<file path="config.mk">
export PLATFORM = sky130hd
export DESIGN_NAME = compress42_accum_flat
export DESIGN_NICKNAME = d
export VERILOG_FILES = /design/src/rtl/compress42_pkg.sv /design/src/rtl/compress42_accum_if.sv /design/src/rtl/compress42_seg.sv /design/src/rtl/compress42_accum.sv /design/src/flat_wrapper.sv
export SDC_FILE = /design/constraint.sdc
export NUM_CORES = 1
export LEC_CHECK = 0
export ABC_AREA = 0
export CORE_UTILIZATION = 47
export DETAILED_ROUTE_END_ITERATION = 12
export PLACE_DENSITY = 0.73
export SLEW_MARGIN = 5
export SYNTH_ARGS = -nofsm -noshare
export SYNTH_HDL_FRONTEND = slang
export SYNTH_SLANG_ARGS = --single-unit
</file>
<file path="constraint.sdc">
create_clock -name clk -period 2.3 [get_ports clk]
set_clock_uncertainty 0.05 [all_clocks]
set_input_delay 0.345 -clock clk [delete_from_list [all_inputs] [get_ports clk]]
set_output_delay 0.345 -clock clk [all_outputs]
set_load 0.01 [all_outputs]
</file>
<file path="src/rtl/compress42_pkg.sv">
// Shared types and helpers for the carry-save 4:2 accumulator.
// The ADD state is used only when COMPRESS42_FINAL_ADD_EN is defined.
package compress42_pkg;
  typedef enum logic [1:0] {IDLE, ACCUM, DONE, ADD} state_t;

  localparam int DEF_WIDTH = 64;
  localparam int DEF_SEG   = 32;

  function automatic int seg_count(input int width, input int seg);
    return width / seg;
  endfunction
endpackage

</file>
<file path="src/rtl/compress42_accum_if.sv">
// Beat input / result output bundle for compress42_accum.
// out_sum exists only when COMPRESS42_FINAL_ADD_EN is defined.
interface compress42_accum_if #(
  parameter int WIDTH  = 64,
  parameter int BEAT_W = 8
);
  logic              in_valid;
  logic              in_ready;
  logic              in_first;
  logic              in_last;
  logic [WIDTH-1:0]  in_a;
  logic [WIDTH-1:0]  in_b;
  logic              out_valid;
  logic              out_ready;
  logic [WIDTH-1:0]  out_s;
  logic [WIDTH-1:0]  out_c;
  logic [BEAT_W-1:0] out_beats;
`ifdef COMPRESS42_FINAL_ADD_EN
  logic [WIDTH-1:0]  out_sum;
`endif

  modport master (
    output in_valid, in_first, in_last, in_a, in_b, out_ready,
`ifdef COMPRESS42_FINAL_ADD_EN
    input  out_sum,
`endif
    input  in_ready, out_valid, out_s, out_c, out_beats
  );

  modport slave (
    input  in_valid, in_first, in_last, in_a, in_b, out_ready,
`ifdef COMPRESS42_FINAL_ADD_EN
    output out_sum,
`endif
    output in_ready, out_valid, out_s, out_c, out_beats
  );
endinterface

</file>
<file path="src/rtl/compress42_seg.sv">
// SEG-bit 4:2 compressor segment, combinational. Bit i's carry c[i] has weight 2^(i+1);
// the intra-segment horizontal carry enters at cin and leaves at cout.
module compress42_seg #(
  parameter int SEG = 32
) (
  input  logic [SEG-1:0] x1,
  input  logic [SEG-1:0] x2,
  input  logic [SEG-1:0] x3,
  input  logic [SEG-1:0] x4,
  input  logic           cin,
  output logic [SEG-1:0] s,
  output logic [SEG-1:0] c,
  output logic           cout
);
  logic [SEG-1:0] s1, h, hin;

  // First full-adder row; its majority output ripples one bit left, independent of cin,
  // so the chain across segments is only one level deep per segment.
  assign s1   = x1 ^ x2 ^ x3;
  assign h    = (x1 & x2) | (x1 & x3) | (x2 & x3);
  assign hin  = {h[SEG-2:0], cin};
  assign cout = h[SEG-1];

  assign s = s1 ^ x4 ^ hin;
  assign c = (s1 & x4) | (s1 & hin) | (x4 & hin);
endmodule

</file>
<file path="src/rtl/compress42_accum.sv">
// Iterative carry-save accumulator: folds row pairs into (acc_s, acc_c) with a chained 4:2 compressor.
// Define COMPRESS42_FINAL_ADD_EN to add a registered carry-propagate out_sum (one extra cycle).
module compress42_accum
  import compress42_pkg::*;
#(
  parameter int WIDTH  = DEF_WIDTH,
  parameter int SEG    = DEF_SEG,
  parameter int BEAT_W = 8
) (
  input  logic               clk,
  input  logic               rst_n,
  compress42_accum_if.slave  bus
);
  localparam int NSEG = seg_count(WIDTH, SEG);

  generate
    if (WIDTH % SEG != 0) begin : g_bad_seg
      $error("compress42_accum: WIDTH must be a multiple of SEG");
    end
  endgenerate

  state_t            state;
  logic [WIDTH-1:0]  acc_s, acc_c;
  logic [BEAT_W-1:0] cnt;
  logic              in_ready_q, out_valid_q;
  logic [WIDTH-1:0]  out_s_q, out_c_q;
  logic [BEAT_W-1:0] out_beats_q;

  logic              accept, first_beat;
  logic [WIDTH-1:0]  op_s, op_c, comp_s, comp_c, new_c;
  logic [NSEG:0]     chain;
  logic [BEAT_W-1:0] cnt_nxt;

  assign accept     = bus.in_valid && in_ready_q;
  assign first_beat = (state == IDLE) || bus.in_first;
  assign op_s       = first_beat ? '0 : acc_s;
  assign op_c       = first_beat ? '0 : acc_c;
  assign chain[0]   = 1'b0;

  genvar g;
  generate
    for (g = 0; g < NSEG; g++) begin : g_seg
      compress42_seg #(.SEG(SEG)) u_seg (
        .x1   (op_s[g*SEG +: SEG]),
        .x2   (op_c[g*SEG +: SEG]),
        .x3   (bus.in_a[g*SEG +: SEG]),
        .x4   (bus.in_b[g*SEG +: SEG]),
        .cin  (chain[g]),
        .s    (comp_s[g*SEG +: SEG]),
        .c    (comp_c[g*SEG +: SEG]),
        .cout (chain[g+1])
      );
    end
  endgenerate

  // chain[NSEG] is the top carry-out; it falls outside mod 2^WIDTH and is dropped.
  assign new_c   = {comp_c[WIDTH-2:0], 1'b0};
  assign cnt_nxt = first_beat ? BEAT_W'(1) : ((&cnt) ? cnt : cnt + BEAT_W'(1));

`ifdef COMPRESS42_FINAL_ADD_EN
  logic [WIDTH-1:0] out_sum_q;
  assign bus.out_sum = out_sum_q;
`endif

  always_ff @(posedge clk or negedge rst_n) begin
    if (!rst_n) begin
      state       <= IDLE;
      acc_s       <= '0;
      acc_c       <= '0;
      cnt         <= '0;
      out_s_q     <= '0;
      out_c_q     <= '0;
      out_beats_q <= '0;
      out_valid_q <= 1'b0;
      in_ready_q  <= 1'b1;
`ifdef COMPRESS42_FINAL_ADD_EN
      out_sum_q   <= '0;
`endif
    end else begin
      case (state)
        IDLE, ACCUM: begin
          if (accept) begin
            acc_s <= comp_s;
            acc_c <= new_c;
            cnt   <= cnt_nxt;
            if (bus.in_last) begin
              out_s_q     <= comp_s;
              out_c_q     <= new_c;
              out_beats_q <= cnt_nxt;
              in_ready_q  <= 1'b0;
`ifdef COMPRESS42_FINAL_ADD_EN
              state       <= ADD;
`else
              state       <= DONE;
              out_valid_q <= 1'b1;
`endif
            end else begin
              state <= ACCUM;
            end
          end
        end
`ifdef COMPRESS42_FINAL_ADD_EN
        ADD: begin
          out_sum_q   <= out_s_q + out_c_q;
          out_valid_q <= 1'b1;
          state       <= DONE;
        end
`endif
        DONE: begin
          if (bus.out_ready) begin
            out_valid_q <= 1'b0;
            in_ready_q  <= 1'b1;
            state       <= IDLE;
          end
        end
        default: begin
          state       <= IDLE;
          out_valid_q <= 1'b0;
          in_ready_q  <= 1'b1;
        end
      endcase
    end
  end

  assign bus.in_ready  = in_ready_q;
  assign bus.out_valid = out_valid_q;
  assign bus.out_s     = out_s_q;
  assign bus.out_c     = out_c_q;
  assign bus.out_beats = out_beats_q;
endmodule
</file>
<file path="src/flat_wrapper.sv">
// flat-port wrapper written by rule: the top's interface ports become plain ports
module compress42_accum_flat import compress42_pkg::*;
#(
  parameter int WIDTH  = DEF_WIDTH,
  parameter int SEG    = DEF_SEG,
  parameter int BEAT_W = 8
)
  (clk, rst_n, bus_in_valid, bus_in_first, bus_in_last, bus_in_a, bus_in_b, bus_out_ready, bus_in_ready, bus_out_valid, bus_out_s, bus_out_c, bus_out_beats);
  compress42_accum_if #(.WIDTH(WIDTH), .BEAT_W(BEAT_W)) bus_i ();
  input  logic clk;
  input  logic rst_n;
  input wire logic [$bits(bus_i.in_valid)-1:0] bus_in_valid;
  input wire logic [$bits(bus_i.in_first)-1:0] bus_in_first;
  input wire logic [$bits(bus_i.in_last)-1:0] bus_in_last;
  input wire logic [$bits(bus_i.in_a)-1:0] bus_in_a;
  input wire logic [$bits(bus_i.in_b)-1:0] bus_in_b;
  input wire logic [$bits(bus_i.out_ready)-1:0] bus_out_ready;
  output wire logic [$bits(bus_i.in_ready)-1:0] bus_in_ready;
  output wire logic [$bits(bus_i.out_valid)-1:0] bus_out_valid;
  output wire logic [$bits(bus_i.out_s)-1:0] bus_out_s;
  output wire logic [$bits(bus_i.out_c)-1:0] bus_out_c;
  output wire logic [$bits(bus_i.out_beats)-1:0] bus_out_beats;
  assign bus_i.in_valid = bus_in_valid;
  assign bus_i.in_first = bus_in_first;
  assign bus_i.in_last = bus_in_last;
  assign bus_i.in_a = bus_in_a;
  assign bus_i.in_b = bus_in_b;
  assign bus_i.out_ready = bus_out_ready;
  assign bus_in_ready = bus_i.in_ready;
  assign bus_out_valid = bus_i.out_valid;
  assign bus_out_s = bus_i.out_s;
  assign bus_out_c = bus_i.out_c;
  assign bus_out_beats = bus_i.out_beats;
  compress42_accum #(.WIDTH(WIDTH), .SEG(SEG), .BEAT_W(BEAT_W)) u_core (.clk(clk), .rst_n(rst_n), .bus(bus_i));
endmodule
</file>
==> results of run 1 <==
[flip-flops by register name (all words and copies together) (netlist names)]
register / cells
u_core.bus.out_beats: 8
u_core.acc_s: 64
u_core.state: 2
u_core.acc_c: 63
u_core.bus.out_c: 63
u_core.cnt: 8
u_core.bus.out_s: 64
u_core.bus.out_valid: 1
u_core.bus.in_ready: 1
[report_power, final]
group          switching [W]  internal [W]
logic               0.000326      0.000353
clock network        0.00197       0.00304
registers                  0       0.00482
[per-layer routing]
metal  vias up  global-route usage  wire length (um)
met5         -                   0                 9
met4         2              0.0757              1010
met3        61              0.0405              2140
met2       343               0.378             16300
met1      5116               0.329             15200
li1       4945                   -                 -
[cells in the final DEF, fill, tap and decap left out, types with 4 or more instances in the layout]
master	netlist	final
buf_4	2	16
clkbuf_16	0	31
nand3_1	4	4
clkbuf_8	0	8
o21ai_0	10	10
clkinv_2	0	9
nor2_1	14	13
clkdlybuf4s50_1	0	269
and2_4	0	44
buf_12	0	13
dfrtp_1	273	273
and2_1	125	81
nor3_1	4	4
a21oi_1	10	10
fa_1	124	97
nand2_1	776	775
fa_2	0	27
[worst paths after layout]
kind	start	endpoint	slack [ns]	depth (start not counted)
worst min-delay path	rst_n	u_core.cnt[0]	0.29	2
worst min register to register	u_core.acc_s[16]	u_core.acc_s[16]	0.41	2
min in group clk	bus_out_ready	u_core.bus.in_ready	0.38	3
worst max-delay path	u_core.state[0]	u_core.acc_s[61]	-0.04	7
max in group asynchronous	rst_n	u_core.bus.out_s[40]	1.15	3
worst max register to register	u_core.state[0]	u_core.acc_s[61]	-0.04	7
[through the flow]
step | hold slack, ns | setup slack [ns] | utilization | TNS (ns) | area, um^2
after floorplan | -0.000591 | -0.130 | - | -12.55 | 14200
after detailed placement | 0.291 | -0.458 | 0.596 | -90.22 | 17300
after global placement | 0.283 | -0.412 | 0.596 | -81.24 | 17300
after CTS | 0.295 | -0.0464 | 0.633 | -0.203 | 18300
final | 0.291 | -0.0439 | 0.635 | -0.619 | 18400
after global routing | 0.332 | -0.119 | 0.635 | -6.32 | 18400
[cell type report]
class                   instances  share of cell area
multi-input cells            1105               0.375
flip-flops and latches        274               0.373
repair buffers                300               0.169
clock buffers                  42              0.0488
well taps                     384              0.0262
clock inverters                13             0.00777
diodes                          3            0.000409
inverters                       1            0.000204
[cell families after synthesis]
| kind of cell | Yosys count |
|---|---|
| AO/OA/AOI/OAI | 36 |
| XOR/XNOR | 6 |
| adder cells (fa/ha/maj) | 127 |
| buffers and inverters | 77 |
| flip-flops | 274 |
| multiplexers | 2 |
| other | 1 |
| AND/OR/NAND/NOR | 933 |
[repair_timing]
| item | CTS | global route |
|---|---|---|
| endpoints found under the setup margin | 18 | 137 |
| resized for setup | 1 | 23 |
| hold buffers | 1 | 0 |
| pin swaps | 2 | 9 |
| hold endpoints to repair | 51 | 0 |
==> metrics.csv, run 1 <==
metric,value,unit
hp-class,in -> async,
die_x,174,um
synth_nets,1717,
layout.nets,1973,
slew_viol_final,0,
drt-vias-per-instance,4.93,
violations,setup timing,
worst_setup_path_start_kind,flip-flop,
die_h,174,um
seqCellArea,6860,um^2
syn_inst,1456,
post-dp-hpwl,23800,um
cts_sinks,274,
gr-usage-all-layers,0.236,
slowest_delay,0.54,ns
cts_tree,done,
yosysWarnings,0,
synthSimpleGateAreaFrac,0.276,
grt_pass1_vias,11000,
dieArea,30400,um^2
drc,0,
async_flop_share,1.00,
finalWeightedCongestion,0.830,
final_layout_size_suffix_gt1_frac,0.0939,
finalCritPeriodShare,1.02,
postSynthAreaPerCell,9.59,um^2
grt_overflow,0,
ios,272,
start_util,0.482,
synth_common_cells,"nand2_1, dfrtp_1, and2_1, fa_1, buf_2",
routedWlPerCell,16.3,um
power.density,572,nW/um^2
rows,62,
insertion_delay,0.56,ns
worstMarginPinSlew,0.521,ns
synth_mux_area_frac,0.00143,
irDropWorstVdd,0.476,mV
wl,34600,um
core,28900,um^2
outcome,"finished, violations left",
post_cts_buffers,0,
cts_buffers,30,
cp.required,2.69,ns
ant_nets,0,
first_iter_violations,811,
worstSetupEndpointType,flip-flop,
grt_antenna_before_repair,4,
multi_input_area,6880,um^2
synth_compound_area_frac,0.0159,
firstDrtPassIters,5,
cap_viol_max_count,0,
clk_path_buf_depth,3,
clock-root-buffer,clkbuf_16,
path_cells,"o21ba_4, buf_12, and2_4, fa_1, fa_2, nand2_1, nand2_1",
synth_top_family_by_area,simple AND/OR/NAND/NOR gates,
dp_cells,2063,
yosys.area.top_type,dfrtp_1,
power,0.0105,W
crit_slowest_cell,fa_1,
path_clk_slew,0.06,ns
rsz0062_at_grt,yes,
synth_area_leaders,"dfrtp_1, nand2_1, fa_1",
min_period,2.34,ns
synth_most_common_cell,nand2_1,
layout.cells.non_filler,2122,
grt_pass1_wl,57300,um
crit_path_max_fanout,59,
clock.fmax,0.427,GHz
netlist_area,14000,um^2
max-slew-margin-rel,0.653,
cpMostUsedCell,nand2_1,
synthXorXnorAreaFrac,0.00376,
ys_types,38,
io_buffer_count,270,
synthAdderAreaFrac,0.180,
crit_type,reg -> reg,
setup_slack,-0.0439,ns
yosys.area.top_type_share,0.489,
final-setup-viol-count,41,
synth-edff-count,0,
crit_family,adder cells,
cp.arrival,2.73,ns
synth_seq_area_share,0.491,
vias,10500,
p_leak,9.36,nW
hold_viol_final,0,
grt_max_degree,76,
fill_cells,2364,
synth-main-ff-cell,dfrtp_1,
cts_max_level,1,
ys_ff_latch,274,
area_growth,31.6,%
crit_buf_inv,1,
Note: power is estimated with default switching activity, not from simulation.
==> run 2, diff against run 1 <==
--- a/config.mk
+++ b/config.mk
@@ -6,9 +6,11 @@
 export NUM_CORES = 1
 export LEC_CHECK = 0
 export ABC_AREA = 0
+export CORE_MARGIN = 1
 export CORE_UTILIZATION = 47
 export DETAILED_ROUTE_END_ITERATION = 12
 export PLACE_DENSITY = 0.73
+export SKIP_LAST_GASP = 1
 export SLEW_MARGIN = 5
 export SYNTH_ARGS = -nofsm -noshare
 export SYNTH_HDL_FRONTEND = slang
==> run 2 against run 1 <==
Highest routed layer unchanged. Combinational power about the same. Largest power group unchanged. First-iteration DRC count increased by 1.4%. Clock power barely moved. The run still ends with setup timing left. Core utilization down 0.087 points. Largest cell class is now sequential cells.
==> metrics.csv, run 2 (synthesized netlist as in run 1, its figures left out) <==
metric,value,unit
p_sw,0.00229,W
io_buffer_count,270,
first_iter_violations,822,
gr-usage-all-layers,0.236,
dieArea,30400,um^2
grt_overflow,0,
cp.required,2.69,ns
fin_hold_ws,0.295,ns
die_x,174,um
worstMarginPinSlew,0.516,ns
switching_share,0.218,
crit_type,reg -> reg,
post_cts_buffers,0,
power.density,572,nW/um^2
min_period,2.34,ns
path_cells,"o21ba_4, buf_12, and2_4, fa_1, fa_2, nand2_1, nand2_1",
cpMostUsedCell,nand2_1,
slowest_delay,0.54,ns
final_layout_size_suffix_gt1_frac,0.0882,
max-slew-margin-rel,0.656,
crit_slowest_cell,fa_1,
final-setup-viol-count,44,
setup_slack,-0.0424,ns
outcome,"finished, violations left",
irDropWorstVdd,0.476,mV
rsz0062_at_grt,yes,
hp-class,in -> async,
p_int,0.00821,W
vias,10500,
finalWeightedCongestion,0.830,
r2r_end,u_core.acc_s[61],
clock.fmax,0.427,GHz
drc,0,
cts_sinks,274,
firstDrtPassIters,5,
crit_buf_inv,1,
start_util,0.482,
ios,272,
r2r_start,u_core.state[0],
clock_power_share,0.476,
final_cell_mix,"nand2_1, dfrtp_1, clkdlybuf4s50_1, fa_1, and2_1",
die_h,174,um
power,0.0105,W
clk_path_buf_depth,3,
grt_max_degree,76,
hold_viol_final,0,
violations,setup timing,
rr_worst_depth,7,
grt_pass1_vias,11000,
crit_path_max_fanout,59,
ant_nets,0,
cts_max_level,1,
grt_antenna_before_repair,4,
insertion_delay,0.55,ns
power_frac_comb,0.065,
layout.nets,1973,
finalCritPeriodShare,1.02,
wl,34500,um
cp.arrival,2.73,ns
cts_buffers,30,
cts_tree,done,
crit_family,adder cells,
rrSetupSlack,-0.04,ns
area_growth,31.4,%
post-dp-hpwl,23800,um
final_common_cell,nand2_1,
cap_viol_max_count,0,
clock-root-buffer,clkbuf_16,
slew_viol_final,0,
routedWlPerCell,16.3,um
rows,62,
drt-vias-per-instance,4.94,
p_seq_frac,0.459,
p_leak,9.34,nW
worstSetupEndpointType,flip-flop,
grt_pass1_wl,57200,um
worst_setup_path_start_kind,flip-flop,
path_clk_slew,0.06,ns
core,28900,um^2
run 2: timing repair:
action                                  in CTS  in global routing
pin swaps                                    0                  1
resized for setup                            0                 14
hold buffers                                 1                  0
hold endpoints to repair                    51                  0
endpoints found under the setup margin      18                137
run 2: how the worst max path moves through the flow:
stage,from,endpoint,slack [ns],depth (start not counted)
6_report,u_core.state[0],u_core.acc_s[61],-0.04,7
5_1_grt,u_core.state[0],u_core.acc_s[13],-0.12,7
3_3_place_gp,bus_in_first,u_core.acc_s[43],-0.41,8
4_1_cts,u_core.state[0],u_core.acc_s[61],-0.05,7
2_1_floorplan,u_core.state[1],u_core.acc_s[43],-0.13,10
3_5_place_dp,bus_in_first,u_core.acc_s[22],-0.46,8
run 2: cell type report:
cell class / count / area (um^2)
antenna: 3 / 7.51
clock buffer: 42 / 897
clock inverter: 13 / 143
fill: 2374 / 10600
inverter: 1 / 3.75
multi-input combinational: 1105 / 6860
sequential: 274 / 6860
tap: 384 / 480
timing repair buffer: 300 / 3100
run 2: metal layers:
layer / wire (um) / global-route usage / vias to the layer above
met5: 9 / 0 / -
met1: 15200 / 0.329 / 5152
met3: 2070 / 0.0405 / 63
li1: - / - / 4946
met4: 1020 / 0.0757 / 2
met2: 16200 / 0.378 / 323
run 2: per-stage QoR:
| stage | cell area [um^2] | util | cells | worst slack (ns) | TNS (ns) |
|---|---|---|---|---|---|
| floorplan | 14200 | - | 1456 | -0.130 | -12.55 |
| global placement | 17300 | 0.596 | 2063 | -0.412 | -81.24 |
| detailed placement | 17300 | 0.596 | 2063 | -0.458 | -90.22 |
| CTS | 18300 | 0.632 | 2119 | -0.0464 | -0.215 |
| global route | 18300 | 0.634 | 2122 | -0.119 | -6.76 |
| finish | 18300 | 0.634 | 2122 | -0.0424 | -0.650 |
run 2: power groups by stage:
stage | Clock [W] | Sequential (W) | Combinational, W
5_1_grt | 0.00527 | 0.00482 | 0.000756
2_1_floorplan | 0 | 0.00491 | 0.000197
4_1_cts | 0.00510 | 0.00482 | 0.000685
3_5_place_dp | 0 | 0.00491 | 0.000676
6_report | 0.00500 | 0.00482 | 0.000680
3_3_place_gp | 0 | 0.00491 | 0.000663
==> run 3, diff against run 2 <==
--- a/config.mk
+++ b/config.mk
@@ -5,9 +5,9 @@
 export SDC_FILE = /design/constraint.sdc
 export NUM_CORES = 1
 export LEC_CHECK = 0
-export ABC_AREA = 0
 export CORE_MARGIN = 1
 export CORE_UTILIZATION = 47
+export CTS_CLUSTER_SIZE = 30
 export DETAILED_ROUTE_END_ITERATION = 12
 export PLACE_DENSITY = 0.73
 export SKIP_LAST_GASP = 1
==> results of run 3 <==
Same layout as run 2: the final DEF is identical, and so are final timing and power.
